$ cat config.mk
export PLATFORM = sky130hd
export DESIGN_NAME = bw_sys_evt_seq
export DESIGN_NICKNAME = d
export VERILOG_FILES = /design/src/rtl/bw_sys_evt_seq.sv
export SDC_FILE = /design/constraint.sdc
export NUM_CORES = 1
export LEC_CHECK = 0
export ABC_AREA = 0
export CAP_MARGIN = 20
export CORE_AREA = 2 2 135 137
export CTS_CLUSTER_SIZE = 8
export DETAILED_ROUTE_END_ITERATION = 16
export DIE_AREA = 0 0 137 139
export PLACE_DENSITY = 0.55
export SLEW_MARGIN = 0
export SYNTH_ARGS = -nofsm -noshare
export SYNTH_HDL_FRONTEND = slang
export SYNTH_SLANG_ARGS = --single-unit
$ cat constraint.sdc
create_clock -name jbus_gclk -period 3.2 [get_ports jbus_gclk]
set_input_delay 0.64 -clock jbus_gclk [delete_from_list [all_inputs] [get_ports jbus_gclk]]
set_output_delay 0.64 -clock jbus_gclk [all_outputs]
set_load 0.005 [all_outputs]
$ cat src/rtl/bw_sys_evt_seq.sv
// Jbus-domain system-event sequencer: queued (channel, delay, width) commands
// replayed as timed pulses or sticky toggles on NUM_CH sideband outputs.
module bw_sys_evt_seq #(
   parameter int                NUM_CH   = 4,
   parameter int                CH_W     = 2,
   parameter int                DLY_W    = 16,
   parameter int                WID_W    = 8,
   parameter int                QDEPTH   = 4,
   parameter logic [NUM_CH-1:0] IDLE_VAL = NUM_CH'(4'b0001)
) (
   input  logic                      jbus_gclk,
   input  logic                      j_rst,
   input  logic                      arm,
   input  logic                      cmd_vld,
   output logic                      cmd_rdy,
   input  logic [CH_W-1:0]           cmd_ch,
   input  logic [DLY_W-1:0]          cmd_dly,
   input  logic [WID_W-1:0]          cmd_wid,
   output logic [NUM_CH-1:0]         evt_out,
   output logic                      busy,
   output logic                      done,
   output logic                      err,
   output logic [$clog2(QDEPTH):0]   q_cnt
);

   localparam int AW    = $clog2(QDEPTH);
   localparam int CNT_W = (DLY_W > WID_W) ? DLY_W : WID_W;
   localparam int ENT_W = CH_W + DLY_W + WID_W;
   localparam logic [CH_W:0] NUM_CH_X = (CH_W+1)'(NUM_CH);

   typedef enum logic [1:0] {IDLE, DELAY, ACTIVE} state_t;

   state_t              state, state_nxt;
   logic [CNT_W-1:0]    cnt, cnt_nxt;
   logic [CH_W-1:0]     cur_ch, cur_ch_nxt;
   logic [WID_W-1:0]    cur_wid, cur_wid_nxt;
   logic [NUM_CH-1:0]   sticky, sticky_nxt;
   logic [NUM_CH-1:0]   pulse_mask, pulse_nxt;
   logic                done_nxt, err_nxt;
   logic                pop, push;
   logic                fire;
   logic [CH_W-1:0]     fire_ch;
   logic [WID_W-1:0]    fire_wid;

   logic [ENT_W-1:0]    fifo_mem [QDEPTH];
   logic [AW-1:0]       wr_ptr, rd_ptr;
   logic [AW:0]         fill;
   logic                full, empty;
   logic [CH_W-1:0]     head_ch;
   logic [DLY_W-1:0]    head_dly;
   logic [WID_W-1:0]    head_wid;
   logic                head_bad;

   function automatic logic [NUM_CH-1:0] ch_dec(input logic [CH_W-1:0] ch);
      logic [NUM_CH-1:0] oh;
      oh = '0;
      for (int i = 0; i < NUM_CH; i++) begin
         if (ch == CH_W'(i)) oh[i] = 1'b1;
      end
      return oh;
   endfunction

   // Full check uses only the registered fill, so a same-edge pop never frees a slot.
   assign full     = (fill == (AW+1)'(QDEPTH));
   assign empty    = (fill == '0);
   assign cmd_rdy  = !j_rst && !full;
   assign push     = cmd_vld && cmd_rdy;
   assign q_cnt    = fill;
   assign {head_ch, head_dly, head_wid} = fifo_mem[rd_ptr];
   assign head_bad = ({1'b0, head_ch} >= NUM_CH_X);

   always_ff @(posedge jbus_gclk) begin
      if (push) fifo_mem[wr_ptr] <= {cmd_ch, cmd_dly, cmd_wid};
   end

   always_ff @(posedge jbus_gclk or posedge j_rst) begin
      if (j_rst) begin
         wr_ptr <= '0;
         rd_ptr <= '0;
         fill   <= '0;
      end else begin
         if (push) wr_ptr <= wr_ptr + AW'(1);
         if (pop)  rd_ptr <= rd_ptr + AW'(1);
         case ({push, pop})
            2'b10:   fill <= fill + (AW+1)'(1);
            2'b01:   fill <= fill - (AW+1)'(1);
            default: fill <= fill;
         endcase
      end
   end

   always_ff @(posedge jbus_gclk or posedge j_rst) begin
      if (j_rst) state <= IDLE;
      else       state <= state_nxt;
   end

   always_ff @(posedge jbus_gclk or posedge j_rst) begin
      if (j_rst) begin
         cnt        <= '0;
         cur_ch     <= '0;
         cur_wid    <= '0;
         sticky     <= '0;
         pulse_mask <= '0;
         done       <= 1'b0;
         err        <= 1'b0;
      end else begin
         cnt        <= cnt_nxt;
         cur_ch     <= cur_ch_nxt;
         cur_wid    <= cur_wid_nxt;
         sticky     <= sticky_nxt;
         pulse_mask <= pulse_nxt;
         done       <= done_nxt;
         err        <= err_nxt;
      end
   end

   // A zero-delay pop fires straight from the FIFO head; otherwise DELAY fires from the latched command.
   always_comb begin
      state_nxt   = state;
      cnt_nxt     = cnt;
      cur_ch_nxt  = cur_ch;
      cur_wid_nxt = cur_wid;
      sticky_nxt  = sticky;
      pulse_nxt   = pulse_mask;
      done_nxt    = 1'b0;
      err_nxt     = 1'b0;
      pop         = 1'b0;
      fire        = 1'b0;
      fire_ch     = cur_ch;
      fire_wid    = cur_wid;
      case (state)
         IDLE: begin
            if (arm && !empty) begin
               pop = 1'b1;
               if (head_bad) begin
                  err_nxt = 1'b1;
               end else if (head_dly == '0) begin
                  fire     = 1'b1;
                  fire_ch  = head_ch;
                  fire_wid = head_wid;
               end else begin
                  state_nxt   = DELAY;
                  cnt_nxt     = CNT_W'(head_dly);
                  cur_ch_nxt  = head_ch;
                  cur_wid_nxt = head_wid;
               end
            end
         end
         DELAY: begin
            if (cnt == CNT_W'(1)) fire = 1'b1;
            else                  cnt_nxt = cnt - CNT_W'(1);
         end
         ACTIVE: begin
            if (cnt == CNT_W'(1)) begin
               pulse_nxt = '0;
               done_nxt  = 1'b1;
               state_nxt = IDLE;
            end else begin
               cnt_nxt = cnt - CNT_W'(1);
            end
         end
         default: state_nxt = IDLE;
      endcase
      if (fire) begin
         if (fire_wid != '0) begin
            state_nxt = ACTIVE;
            pulse_nxt = ch_dec(fire_ch);
            cnt_nxt   = CNT_W'(fire_wid);
         end else begin
            sticky_nxt = sticky ^ ch_dec(fire_ch);
            done_nxt   = 1'b1;
            state_nxt  = IDLE;
         end
      end
   end

   always_comb begin
      busy    = (state != IDLE);
      evt_out = IDLE_VAL ^ sticky ^ pulse_mask;
   end

endmodule
==> summary.txt, run 1 <==
STA
  • Final cycle utilization of the critical path: 92.6%
  • Max Slew Vio Count: 0
  • Post-layout min period: 2.96 ns
  • Maximum clock frequency: 337 MHz
  • Slew Limit Headroom: 50.0%
  • Number of endpoints failing setup at the final stage: 0
  • Setup tns final: 0 ns
  • Count of final hold-check violations: 0
  • Worst Max-Slew Pin Slew: around 0.74 ns
  • Worst setup slack after layout: about 0.24 ns
  • Setup repair after global routing missed its margin: no
  • Post-Route Skew: 0.0116 ns

Yosys
  • Netlist area before placement: approximately 7000 sq um
  • Synth Register Bits: 148
  • Share of the yosys chip area belonging to registers: just over 60%
  • Number of distinct standard cells referenced by the synthesized netlist: 61
  • Warnings, synthesis: 0
  • Most area-consuming cells after synthesis: sky130_fd_sc_hd__edfxtp_1 45%, sky130_fd_sc_hd__dfrtp_1 16%, sky130_fd_sc_hd__mux4_2 8.5%
  • Post-Synthesis Cells: 482
  • Syn_nets: about 520
  • Post-synth EDFFs: 104
  • Share of flip-flops with an asynchronous set or reset: 29.7%
  • Dominant cell type by area after synthesis: sky130_fd_sc_hd__edfxtp_1
  • Post-Syn Area per Cell: 14.3 sq um
  • Fraction of synthesized cell area taken by the top area cell type: 45.3%
  • Flip-flop cell with the highest count after synthesis: sky130_fd_sc_hd__edfxtp_1

Finish
  • Layout overhead on the synthesized area: 19.5%
  • Area used by multi-input combinational logic: 2490 sq um
  • Final-layout fill cell count: 1597
  • Number of nets in the final layout: 582
  • Sequential cell area: 4230 sq um
  • Most frequent cells in the layout: 104 x sky130_fd_sc_hd__edfxtp_1, 43 x sky130_fd_sc_hd__dfrtp_1, 39 x sky130_fd_sc_hd__nand2_1, 39 x sky130_fd_sc_hd__clkdlybuf4s50_1, 26 x sky130_fd_sc_hd__mux4_2
  • Diode count: 0
  • Ratio of cells with drive above 1 in the final layout: 17.8%
  • Most common library cell in the layout ignoring fill and taps: sky130_fd_sc_hd__edfxtp_1

Drt
  • Drt total wl: 15300 microns
  • Routed vias/inst: 5.51
  • Drt pass-1 iters: 5
  • Post-route DRC: 0
  • Vias: 4307
  • Number of routed nets with antenna violations: 0
  • Drt first-iter violations: 383
  • Average wire length per cell after detail routing: 19.6 microns

Place
  • Post-DP HPWL: around 10000 microns
  • Count of port buffers added during placement: 39
  • Routability congestion estimate from global placement: between 0.8 and 0.9
  • Post-placement setup slack: 0.207 ns

Global routing
  • Wire length of the first global-routing pass: 24500 microns
  • Overflow left after global routing: 0
  • GRT Total Usage: 17.0%
  • Pin count of the biggest net entering global routing: 30
  • Number of global-route vias before repair: 4427
  • Initial antenna violation count: 0

Clocking
  • CTS Hold Buffers Added: 0
  • Root Driver: sky130_fd_sc_hd__clkbuf_16
  • CTS tree: yes
  • Clock-pin slew reported for the worst setup and hold paths after clock tree synthesis: 0.06 ns
  • Maximum level of the CTS H-tree: 4
  • Clock Sinks: 148
  • Number of buffers on the longest clock path: 2
  • Post-CTS sizing: 0
  • Insertion delay to the later sink of the worst-skew pair: 0.42 ns
  • Cts bufs inserted: 17
  • Setup Buffers After CTS: 0

Run
  • Number of maximum-capacitance constraint violations: 0

Critical path
  • Required time of the critical path: 3.50 ns
  • Maximum fanout along the worst path: 28
  • Path type of the worst setup path: register to register
  • Arrival @ worst endpoint: 3.26 ns
  • Startpoint type of the worst setup path: register
  • Type of element capturing the critical path: register

Hold path
  • Hold WC Path Type: register to register

Floorplan
  • Standard-cell rows: 49
  • Io pins: 41
  • Initial standard-cell utilization of the core: 39.1%
  • Core footprint: about 18000 sq um
  • Die height: 139 microns
  • Die Wd: between 100 and 150 microns
  • Area of the die: 19000 sq um

Power and ir drop
  • Final total power: 4.78 mW
  • Areal power density over the cells: 580 nW/um^2
  • Leakage power: 2.92 nW
  • Worst supply voltage drop on vdd: 0.392 mV

Outcome
  • Outcome: completed
[registers in the layout (all words and copies together), names as in the netlist]
| register | cells |
|---|---|
| cnt | 16 |
| cur_ch | 2 |
| cur_wid | 8 |
| done | 1 |
| fifo_mem | 104 |
| pulse_mask | 4 |
| q_cnt | 3 |
| rd_ptr | 2 |
| state | 2 |
| sticky | 4 |
| wr_ptr | 2 |
[cell type report]
class | count | area share [%]
clock buffer | 18 | 5.20
clock inverter | 13 | 2.09
inverter | 20 | 0.910
multi-input combinational | 293 | 30.2
sequential | 148 | 51.2
tap | 229 | 3.47
timing repair buffer | 60 | 6.95
[metrics by stage]
stage | cell area, sq um | hold WS (ns) | instances | util, %
2_1_floorplan | 6900 | 0.460 | 482 | -
4_1_cts | 8250 | 0.489 | 781 | 46.7
3_5_place_dp | 7650 | 0.480 | 750 | 43.3
6_report | 8250 | 0.481 | 781 | 46.7
5_1_grt | 8250 | 0.502 | 781 | 46.7
3_3_place_gp | 7650 | 0.475 | 750 | 43.3
[power breakdown]
part / internal, mW / switching [mW]
clock: 1.24 / 0.800
combinational: 0.181 / 0.259
sequential: 2.24 / 0.0711
[worst paths after layout]
| path | from | to | slack (ns) | depth (start not counted) |
|---|---|---|---|---|
| setup reg to reg | rd_ptr[0]$_DFFE_PP0P_ | cur_wid[0]$_DFFE_PP0P_ | 0.24 | 8 |
| max in group asynchronous | j_rst | sticky[2]$_DFFE_PP0P_ | 1.86 | 3 |
| hold reg to reg | sticky[3]$_DFFE_PP0P_ | sticky[3]$_DFFE_PP0P_ | 0.48 | 1 |
| hold / removal | sticky[3]$_DFFE_PP0P_ | sticky[3]$_DFFE_PP0P_ | 0.48 | 1 |
| min in group asynchronous | j_rst | wr_ptr[0]$_DFFE_PP0P_ | 0.66 | 2 |
| setup / recovery | rd_ptr[0]$_DFFE_PP0P_ | cur_wid[0]$_DFFE_PP0P_ | 0.24 | 8 |
[synth_stat cells, types with 9 or more instances]
library cell and instances:
sky130_fd_sc_hd__a31oi_1 12, sky130_fd_sc_hd__mux4_2 26, sky130_fd_sc_hd__nor2_1 19, sky130_fd_sc_hd__xor2_1 9, sky130_fd_sc_hd__clkbuf_1 12, sky130_fd_sc_hd__dfrtp_1 44, sky130_fd_sc_hd__mux2i_1 19, sky130_fd_sc_hd__edfxtp_1 104
sky130_fd_sc_hd__ha_1 11, sky130_fd_sc_hd__a21oi_1 9, sky130_fd_sc_hd__inv_1 18, sky130_fd_sc_hd__nand3_1 10, sky130_fd_sc_hd__o21ai_0 9, sky130_fd_sc_hd__nand2_1 39
[routing by layer]
metal  wire length, microns  part of all wire, %  global-route usage (%)
met1                   7070                   46                    23.8
met2                   7390                   48                    26.3
met3                    642                  4.2                    3.87
met4                    195                  1.3                    5.70
met5                      0                    0                       0
[logic make-up after synthesis]
logic type | Yosys count | synth area share [%]
buffers and inverters | 41 | 2.76
adder cells (fa/ha/maj) | 12 | 2.28
XOR/XNOR | 14 | 1.78
flip-flops | 148 | 61.2
multiplexers | 55 | 12.9
other | 1 | 0.0543
AO/OA/AOI/OAI | 84 | 8.97
AND/OR/NAND/NOR | 127 | 10.1
[critical path: stages (launching register included)]
cell	delay [ns]
sky130_fd_sc_hd__dfrtp_2	0.37
sky130_fd_sc_hd__buf_12	0.24
sky130_fd_sc_hd__mux4_2	0.59
sky130_fd_sc_hd__nor4_2	0.31
sky130_fd_sc_hd__nand2_2	0.23
sky130_fd_sc_hd__buf_4	0.23
sky130_fd_sc_hd__o211ai_1	0.25
sky130_fd_sc_hd__buf_4	0.26
sky130_fd_sc_hd__mux2_1	0.34
Power figures use the tool's default switching activity.
==> inputs of run 2 (changes only) <==
Settings changed: CORE_AREA 2 2 135 137 to 2 2 115 161, DIE_AREA 0 0 137 139 to 0 0 117 163, PLACE_DENSITY 0.55 to 0.54, SLEW_MARGIN 0 to not set.
==> run 2 against run 1 <==
Against the previous run: via count is 0.44% higher; total power is 0.68% higher; die area increased by 0.15%; sequential share of layout area fell by 0.17 points; critical path type unchanged; highest routed layer unchanged; global-route usage grew 0.76 points; clock power is essentially flat; register-to-register slack gained 0.02 ns; critical endpoint is now cnt[7]$_DFF_PP0_; combinational power is essentially flat; sequential power hardly changed; routed wire length is 3.5% higher; critical path depth fell by 1; design area increased by 0.33%; largest power group unchanged.
==> summary.txt, run 2 (synthesis results as in run 1) <==
Global routing
  • Wire length of the first global-routing pass: 25400 microns (+3.7%)
  • GRT Total Usage: 17.8% (+0.76 points)
  • Pin count of the biggest net entering global routing: 29 (-3.3%)
  • Overflow left after global routing: 0 (unchanged)
  • Number of global-route vias before repair: 4542 (+2.6%)
  • Initial antenna violation count: 0 (unchanged)

Floorplan
  • Core footprint: 17800 sq um (+0.69%)
  • Initial standard-cell utilization of the core: 38.8% (-0.27 points)
  • Die Wd: 117 microns (-15%)
  • Die height: 163 microns (+17%)
  • Standard-cell rows: 58 (+18%)
  • Area of the die: 19100 sq um (+0.15%)
  • Io pins: 41 (unchanged)

Hold path
  • Cell count of the worst hold path: 1 (unchanged)
  • Hold endpoint: sticky[3]$_DFFE_PP0P_
  • Hold WC Path Type: register to register
  • Hold Path Origin: sticky[3]$_DFFE_PP0P_

Clocking
  • Insertion delay to the later sink of the worst-skew pair: 0.42 ns (about the same)
  • CTS tree: yes
  • Clock Sinks: 148 (unchanged)
  • Post-CTS sizing: 0 (unchanged)
  • Clock-pin slew reported for the worst setup and hold paths after clock tree synthesis: 0.07 ns (about the same)
  • Maximum level of the CTS H-tree: 4 (unchanged)
  • Number of buffers on the longest clock path: 2 (unchanged)
  • Cts bufs inserted: 17 (unchanged)
  • Root Driver: sky130_fd_sc_hd__clkbuf_16
  • CTS Hold Buffers Added: 0 (unchanged)
  • Setup Buffers After CTS: 0 (unchanged)

Critical path
  • Maximum fanout along the worst path: 28 (unchanged)
  • Type of element capturing the critical path: register
  • Buffers and inverters on the worst path: 1 (-2)
  • Cell with the largest stage delay on the worst path: sky130_fd_sc_hd__or4_4
  • Reg2Reg Depth: 7 (-1)
  • Startpoint type of the worst setup path: register
  • CP cell instances: buf_12 -> mux4_2 -> nor4_2 -> nand2_2 -> or4_4 -> nand2_4 -> o221ai_1
  • Cell family with most CP delay: simple AND/OR/NAND/NOR gates
  • Slowest stage delay, CP: 0.61 ns (+0.02 ns)
  • Arrival @ worst endpoint: 3.21 ns (-0.05 ns)
  • Reg-to-reg critical path endpoint: cnt[7]$_DFF_PP0_
  • Reg-to-reg startpoint: rd_ptr[0]$_DFFE_PP0P_
  • Path type of the worst setup path: register to register
  • FF-to-FF setup slack: 0.25 ns (+0.02 ns)
  • Required time of the critical path: 3.47 ns (-0.03 ns)

Place
  • Count of port buffers added during placement: 39 (unchanged)
  • Placed Instances: 760 (+1.3%)
  • Routability congestion estimate from global placement: 0.897 (+0.29%)
  • Post-DP HPWL: 10700 microns (+2.5%)

Power and ir drop
  • Part of the power in combinational logic: 9.1% (about the same)
  • Switching pwr: 1.21 mW (+7.5%)
  • Net Sw Frac: 25.2% (+1.6 points)
  • Reg power frac: 47.9% (-0.3 points)
  • Worst supply voltage drop on vdd: 0.342 mV (-13%)
  • Clock network fraction of design power: 43.0% (+0.4 points)
  • Cell internal power dissipation: 3.60 mW (-1.4%)
  • Final total power: 4.82 mW (+0.68%)
  • Areal power density over the cells: 582 nW/um^2 (+0.35%)
  • Leakage power: 2.93 nW (+0.46%)

STA
  • Setup repair after global routing missed its margin: no
  • Post-Route Skew: 0.0117 ns (+0.0000509 ns)
  • Fin Hold WS: 0.483 ns (+0.00286 ns)
  • Maximum clock frequency: 339 MHz (+0.60%)
  • Setup tns final: 0 ns (unchanged)
  • Max Slew Vio Count: 0 (unchanged)
  • Final cycle utilization of the critical path: 92.1% (-0.55 points)
  • Number of endpoints failing setup at the final stage: 0 (unchanged)
  • Slew Limit Headroom: 43.8% (-6.2 points)
  • Worst Max-Slew Pin Slew: 0.836 ns (+0.0921 ns)
  • Post-layout min period: 2.95 ns (-0.0176 ns)
  • Count of final hold-check violations: 0 (unchanged)

Finish
  • Most flops, register: fifo_mem
  • Number of flip-flops in the largest register: 104 (unchanged)
  • Layout overhead on the synthesized area: 19.9%
  • Largest registers in the final layout: fifo_mem (104), cnt (16), cur_wid (8)
  • Non-filler instance count after layout: 792 (+1.4%)
  • Final core utilization: 46.6% (-0.17 points)
  • Number of nets in the final layout: 581 (-0.17%)
  • Diode count: 0 (unchanged)
  • Final-layout fill cell count: 1567 (-1.9%)
  • Most frequent cells in the layout: 104 x sky130_fd_sc_hd__edfxtp_1, 43 x sky130_fd_sc_hd__dfrtp_1, 39 x sky130_fd_sc_hd__nand2_1, 39 x sky130_fd_sc_hd__clkdlybuf4s50_1, 26 x sky130_fd_sc_hd__mux4_2
  • Most common library cell in the layout ignoring fill and taps: sky130_fd_sc_hd__edfxtp_1
  • Ratio of cells with drive above 1 in the final layout: 17.9% (+0.18 points)

Drt
  • Drt total wl: 15800 microns (+3.5%)
  • Drt first-iter violations: 211 (-45%)
  • Post-route DRC: 0 (unchanged)
  • Drt pass-1 iters: 5 (unchanged)
  • Average wire length per cell after detail routing: 20.0 microns (+2.0%)
  • Routed vias/inst: 5.46 (-0.95%)
  • Vias: 4326 (+0.44%)
  • Number of routed nets with antenna violations: 0 (unchanged)

Outcome
  • Outcome: completed

Run
  • Number of maximum-capacitance constraint violations: 0 (unchanged)
run 2: per-stage QoR:
stage | setup slack (ns) | instance area (sq um)
2_1_floorplan | 0.295 | 6900
3_3_place_gp | 0.311 | 7670
3_5_place_dp | 0.267 | 7670
4_1_cts | 0.237 | 8280
5_1_grt | 0.0715 | 8280
6_report | 0.254 | 8280
run 2: worst max-delay path by stage:
stage,startpoint,to,slack [ns],cells after the start
after CTS,rd_ptr[0]$_DFFE_PP0P_,cnt[7]$_DFF_PP0_,0.24,7
after floorplan,rd_ptr[1]$_DFFE_PP0P_,cnt[2]$_DFF_PP0_,0.30,8
after global placement,rd_ptr[0]$_DFFE_PP0P_,cnt[7]$_DFF_PP0_,0.31,7
after global routing,rd_ptr[0]$_DFFE_PP0P_,cnt[7]$_DFF_PP0_,0.07,7
final,rd_ptr[0]$_DFFE_PP0P_,cnt[7]$_DFF_PP0_,0.25,7
after detailed placement,rd_ptr[0]$_DFFE_PP0P_,pulse_mask[1]$_DFF_PP0_,0.27,7
run 2: final cells by class:
cell class / instances / area, sq um / area share (%)
well taps: 240 / 300 / 3.63
inverters: 20 / 75.1 / 0.907
multi-input cells: 293 / 2490 / 30.1
clock inverters: 15 / 185 / 2.24
clock buffers: 17 / 425 / 5.14
flip-flops and latches: 148 / 4230 / 51.1
repair buffers: 59 / 578 / 6.98
run 2: routing by layer:
layer | global-route usage, % | share of wire [%] | up-vias
met1 | 23.1 | 43 | 2184
met4 | 6.47 | 2.1 | 0
met3 | 3.31 | 3.6 | 19
li1 | - | - | 2002
met5 | 0 | 0 | -
met2 | 29.5 | 51 | 121
run 2: worst register-to-register path, stage by stage (launching register included):
cell,delay (ns)
sky130_fd_sc_hd__dfrtp_2,0.37
sky130_fd_sc_hd__buf_12,0.24
sky130_fd_sc_hd__mux4_2,0.57
sky130_fd_sc_hd__nor4_2,0.33
sky130_fd_sc_hd__nand2_2,0.22
sky130_fd_sc_hd__or4_4,0.62
sky130_fd_sc_hd__nand2_4,0.25
sky130_fd_sc_hd__o221ai_1,0.19
run 2: power groups by stage:
stage	registers (mW)	clock network (mW)	logic, mW
floorplan	2.33	0	0.234
global placement	2.34	0	0.438
detailed placement	2.35	0	0.450
CTS	2.31	2.12	0.454
global route	2.32	2.20	0.491
finish	2.31	2.07	0.440
==> inputs of run 3 (changes only) <==
Settings changed: CORE_AREA 2 2 115 161 to 2 2 98 138, DIE_AREA 0 0 117 163 to 0 0 100 140, PLACE_DENSITY 0.54 to 0.71.
==> run 3 against run 2 <==
Against the previous run: global-route usage is 5.0 points higher; sequential share of layout area up 0.92 points; critical path depth unchanged.
==> summary.txt, run 3 (synthesis results as in run 1) <==
Outcome
  • Outcome: completed

Finish
  • Layout overhead on the synthesized area: 17.8%
  • Sequential cell area: 4230 sq um (unchanged)
  • Area used by multi-input combinational logic: 2490 sq um (unchanged)
  • Most frequent cells in the layout: 104 x sky130_fd_sc_hd__edfxtp_1, 43 x sky130_fd_sc_hd__dfrtp_1, 39 x sky130_fd_sc_hd__nand2_1, 39 x sky130_fd_sc_hd__clkdlybuf4s50_1, 26 x sky130_fd_sc_hd__mux4_2
  • Final-layout fill cell count: 969 (-38%)
  • Number of nets in the final layout: 583 (+0.34%)
  • Diode count: 0 (unchanged)
  • Largest registers in the final layout: fifo_mem (104), cnt (16), cur_wid (8)
  • Ratio of cells with drive above 1 in the final layout: 17.9% (-0.065 points)
  • Most common library cell in the layout ignoring fill and taps: sky130_fd_sc_hd__edfxtp_1
  • Number of flip-flops in the largest register: 104 (unchanged)
  • Most flops, register: fifo_mem

STA
  • Maximum clock frequency: 343 MHz (+1.1%)
  • Setup tns final: 0 ns (unchanged)
  • Post-layout min period: 2.91 ns (-0.0329 ns)
  • Worst Max-Slew Pin Slew: 0.722 ns (-0.114 ns)
  • Final cycle utilization of the critical path: 91.0% (-1.0 points)
  • Max Slew Vio Count: 0 (unchanged)
  • Count of final hold-check violations: 0 (unchanged)
  • Number of endpoints failing setup at the final stage: 0 (unchanged)
  • Post-Route Skew: 0.0121 ns (+0.000421 ns)
  • Setup repair after global routing missed its margin: no
  • Slew Limit Headroom: 51.5% (+7.6 points)

Critical path
  • Reg-to-reg startpoint: rd_ptr[0]$_DFFE_PP0P_
  • CP cell instances: buf_12 -> mux4_2 -> nor4_2 -> nand2_2 -> or4_4 -> nand2_4 -> o221ai_1
  • Cell with the largest stage delay on the worst path: sky130_fd_sc_hd__or4_4
  • CP Launch Point: rd_ptr[0]$_DFFE_PP0P_
  • Logic depth of the worst path, buffers included: 7 (unchanged)
  • Startpoint type of the worst setup path: register
  • Required time of the critical path: 3.47 ns (about the same)
  • Buffers and inverters on the worst path: 1 (unchanged)
  • Reg-to-reg critical path endpoint: cnt[7]$_DFF_PP0_
  • FF-to-FF setup slack: 0.29 ns (+0.03 ns)
  • Path type of the worst setup path: register to register
  • Slowest stage delay, CP: 0.62 ns (about the same)
  • Termination of the worst setup path: cnt[7]$_DFF_PP0_
  • Maximum fanout along the worst path: 28 (unchanged)
  • Cell family with most CP delay: simple AND/OR/NAND/NOR gates
  • Reg2Reg Depth: 7 (unchanged)
  • Arrival @ worst endpoint: 3.19 ns (-0.02 ns)
  • Type of element capturing the critical path: register

Drt
  • Vias: 4342 (+0.37%)
  • Drt first-iter violations: 266 (+26%)
  • Average wire length per cell after detail routing: 21.1 microns (+5.8%)
  • Drt total wl: 15000 microns (-5.5%)
  • Drt pass-1 iters: 5 (unchanged)
  • Number of routed nets with antenna violations: 0 (unchanged)
  • Routed vias/inst: 6.14 (+12%)
  • Post-route DRC: 0 (unchanged)

Place
  • Post-DP HPWL: 10300 microns (-4.0%)
  • Count of port buffers added during placement: 39 (unchanged)
  • Routability congestion estimate from global placement: 0.896 (-0.12%)

Power and ir drop
  • Final total power: 4.65 mW (-3.4%)
  • Areal power density over the cells: 572 nW/um^2 (-1.6%)
  • Leakage power: 2.91 nW (-0.85%)
  • Worst supply voltage drop on vdd: 0.409 mV (+19%)

Global routing
  • Number of global-route vias before repair: 4552 (+0.22%)
  • Global routing met1 resource utilization: 28.3% (+5.1 points)
  • Initial antenna violation count: 0 (unchanged)
  • Wire length of the first global-routing pass: 24100 microns (-5.4%)
  • GRT Total Usage: 22.8% (+5.0 points)
  • Overflow left after global routing: 0 (unchanged)
  • GR peak layer: met2
  • Pin count of the biggest net entering global routing: 45 (+55%)
  • Met3 GRT Util: 4.14% (+0.83 points)
  • GRT met2 Usage: 38.9% (+9.4 points)

Clocking
  • Post-CTS sizing: 0 (unchanged)
  • Cts bufs inserted: 17 (unchanged)
  • CTS Hold Buffers Added: 0 (unchanged)
  • Clock Sinks: 148 (unchanged)
  • Insertion delay to the later sink of the worst-skew pair: 0.42 ns (about the same)
  • Root Driver: sky130_fd_sc_hd__clkbuf_16
  • CTS tree: yes
  • Setup Buffers After CTS: 0 (unchanged)
  • Number of buffers on the longest clock path: 2 (unchanged)
  • Clock-pin slew reported for the worst setup and hold paths after clock tree synthesis: 0.06 ns (about the same)
  • Maximum level of the CTS H-tree: 4 (unchanged)

Floorplan
  • Initial standard-cell utilization of the core: 54.1% (+15 points)
  • Standard-cell rows: 49 (-16%)
  • Core footprint: 12800 sq um (-28%)
  • Io pins: 41 (unchanged)
  • Die Wd: 100 microns (-15%)
  • Area of the die: 14000 sq um (-27%)
  • Die height: 140 microns (-14%)

Run
  • Number of maximum-capacitance constraint violations: 0 (unchanged)

Hold path
  • Hold WC Path Type: register to register
==> run 3: cell count changes in the layout (fill, tap and decap cells not counted), sizes merged <==
cell,change
inv,-3
clkbuf,+1
bufinv,-1
buf,+2
clkinvlp,+3
==> run 3: final cells by class <==
| class | instances | share of cell area, % |
|---|---|---|
| sequential | 148 | 52.0 |
| multi-input combinational | 293 | 30.6 |
| timing repair buffer | 61 | 7.14 |
| clock buffer | 18 | 5.28 |
| tap | 153 | 2.35 |
| clock inverter | 14 | 1.74 |
| inverter | 20 | 0.923 |
==> run 3: worst min-delay path by stage <==
| stage | startpoint | end | cells past startpoint |
|---|---|---|---|
| 2_1_floorplan | sticky[1]$_DFFE_PP0P_ | sticky[1]$_DFFE_PP0P_ | 1 |
| 3_3_place_gp | sticky[3]$_DFFE_PP0P_ | sticky[3]$_DFFE_PP0P_ | 1 |
| 3_5_place_dp | sticky[2]$_DFFE_PP0P_ | sticky[2]$_DFFE_PP0P_ | 1 |
| 4_1_cts | sticky[2]$_DFFE_PP0P_ | sticky[2]$_DFFE_PP0P_ | 1 |
| 5_1_grt | sticky[0]$_DFFE_PP0P_ | sticky[0]$_DFFE_PP0P_ | 1 |
| 6_report | sticky[2]$_DFFE_PP0P_ | sticky[2]$_DFFE_PP0P_ | 1 |
==> run 3: metal layers <==
layer  up-vias  wire length [microns]
met5         -                      0
met4         0                    434
li1       2005                      -
met2       130                   7930
met3        27                    552
met1      2180                   6030
==> run 3: worst reg2reg max path, stage by stage (launching register included) <==
cell and delay [ns]:
sky130_fd_sc_hd__dfrtp_2 0.37, sky130_fd_sc_hd__buf_12 0.23, sky130_fd_sc_hd__mux4_2 0.59, sky130_fd_sc_hd__nor4_2 0.31, sky130_fd_sc_hd__nand2_2 0.23, sky130_fd_sc_hd__or4_4 0.62
sky130_fd_sc_hd__nand2_4 0.24, sky130_fd_sc_hd__o221ai_1 0.18
==> run 3: where the power goes <==
part | switching, mW | internal (mW)
sequential | 0.0764 | 2.24
combinational | 0.250 | 0.177
clock | 0.822 | 1.09
total | 1.15 | 3.50
==> run 3: metrics by stage <==
stage	utilization (%)	hold slack (ns)	instances	setup slack (ns)	area (sq um)
floorplan	-	0.460	482	0.295	6900
global placement	59.3	0.474	675	0.342	7560
detailed placement	59.3	0.480	675	0.295	7560
CTS	63.8	0.487	707	0.272	8130
global route	63.8	0.512	707	0.0889	8130
finish	63.8	0.482	707	0.286	8130
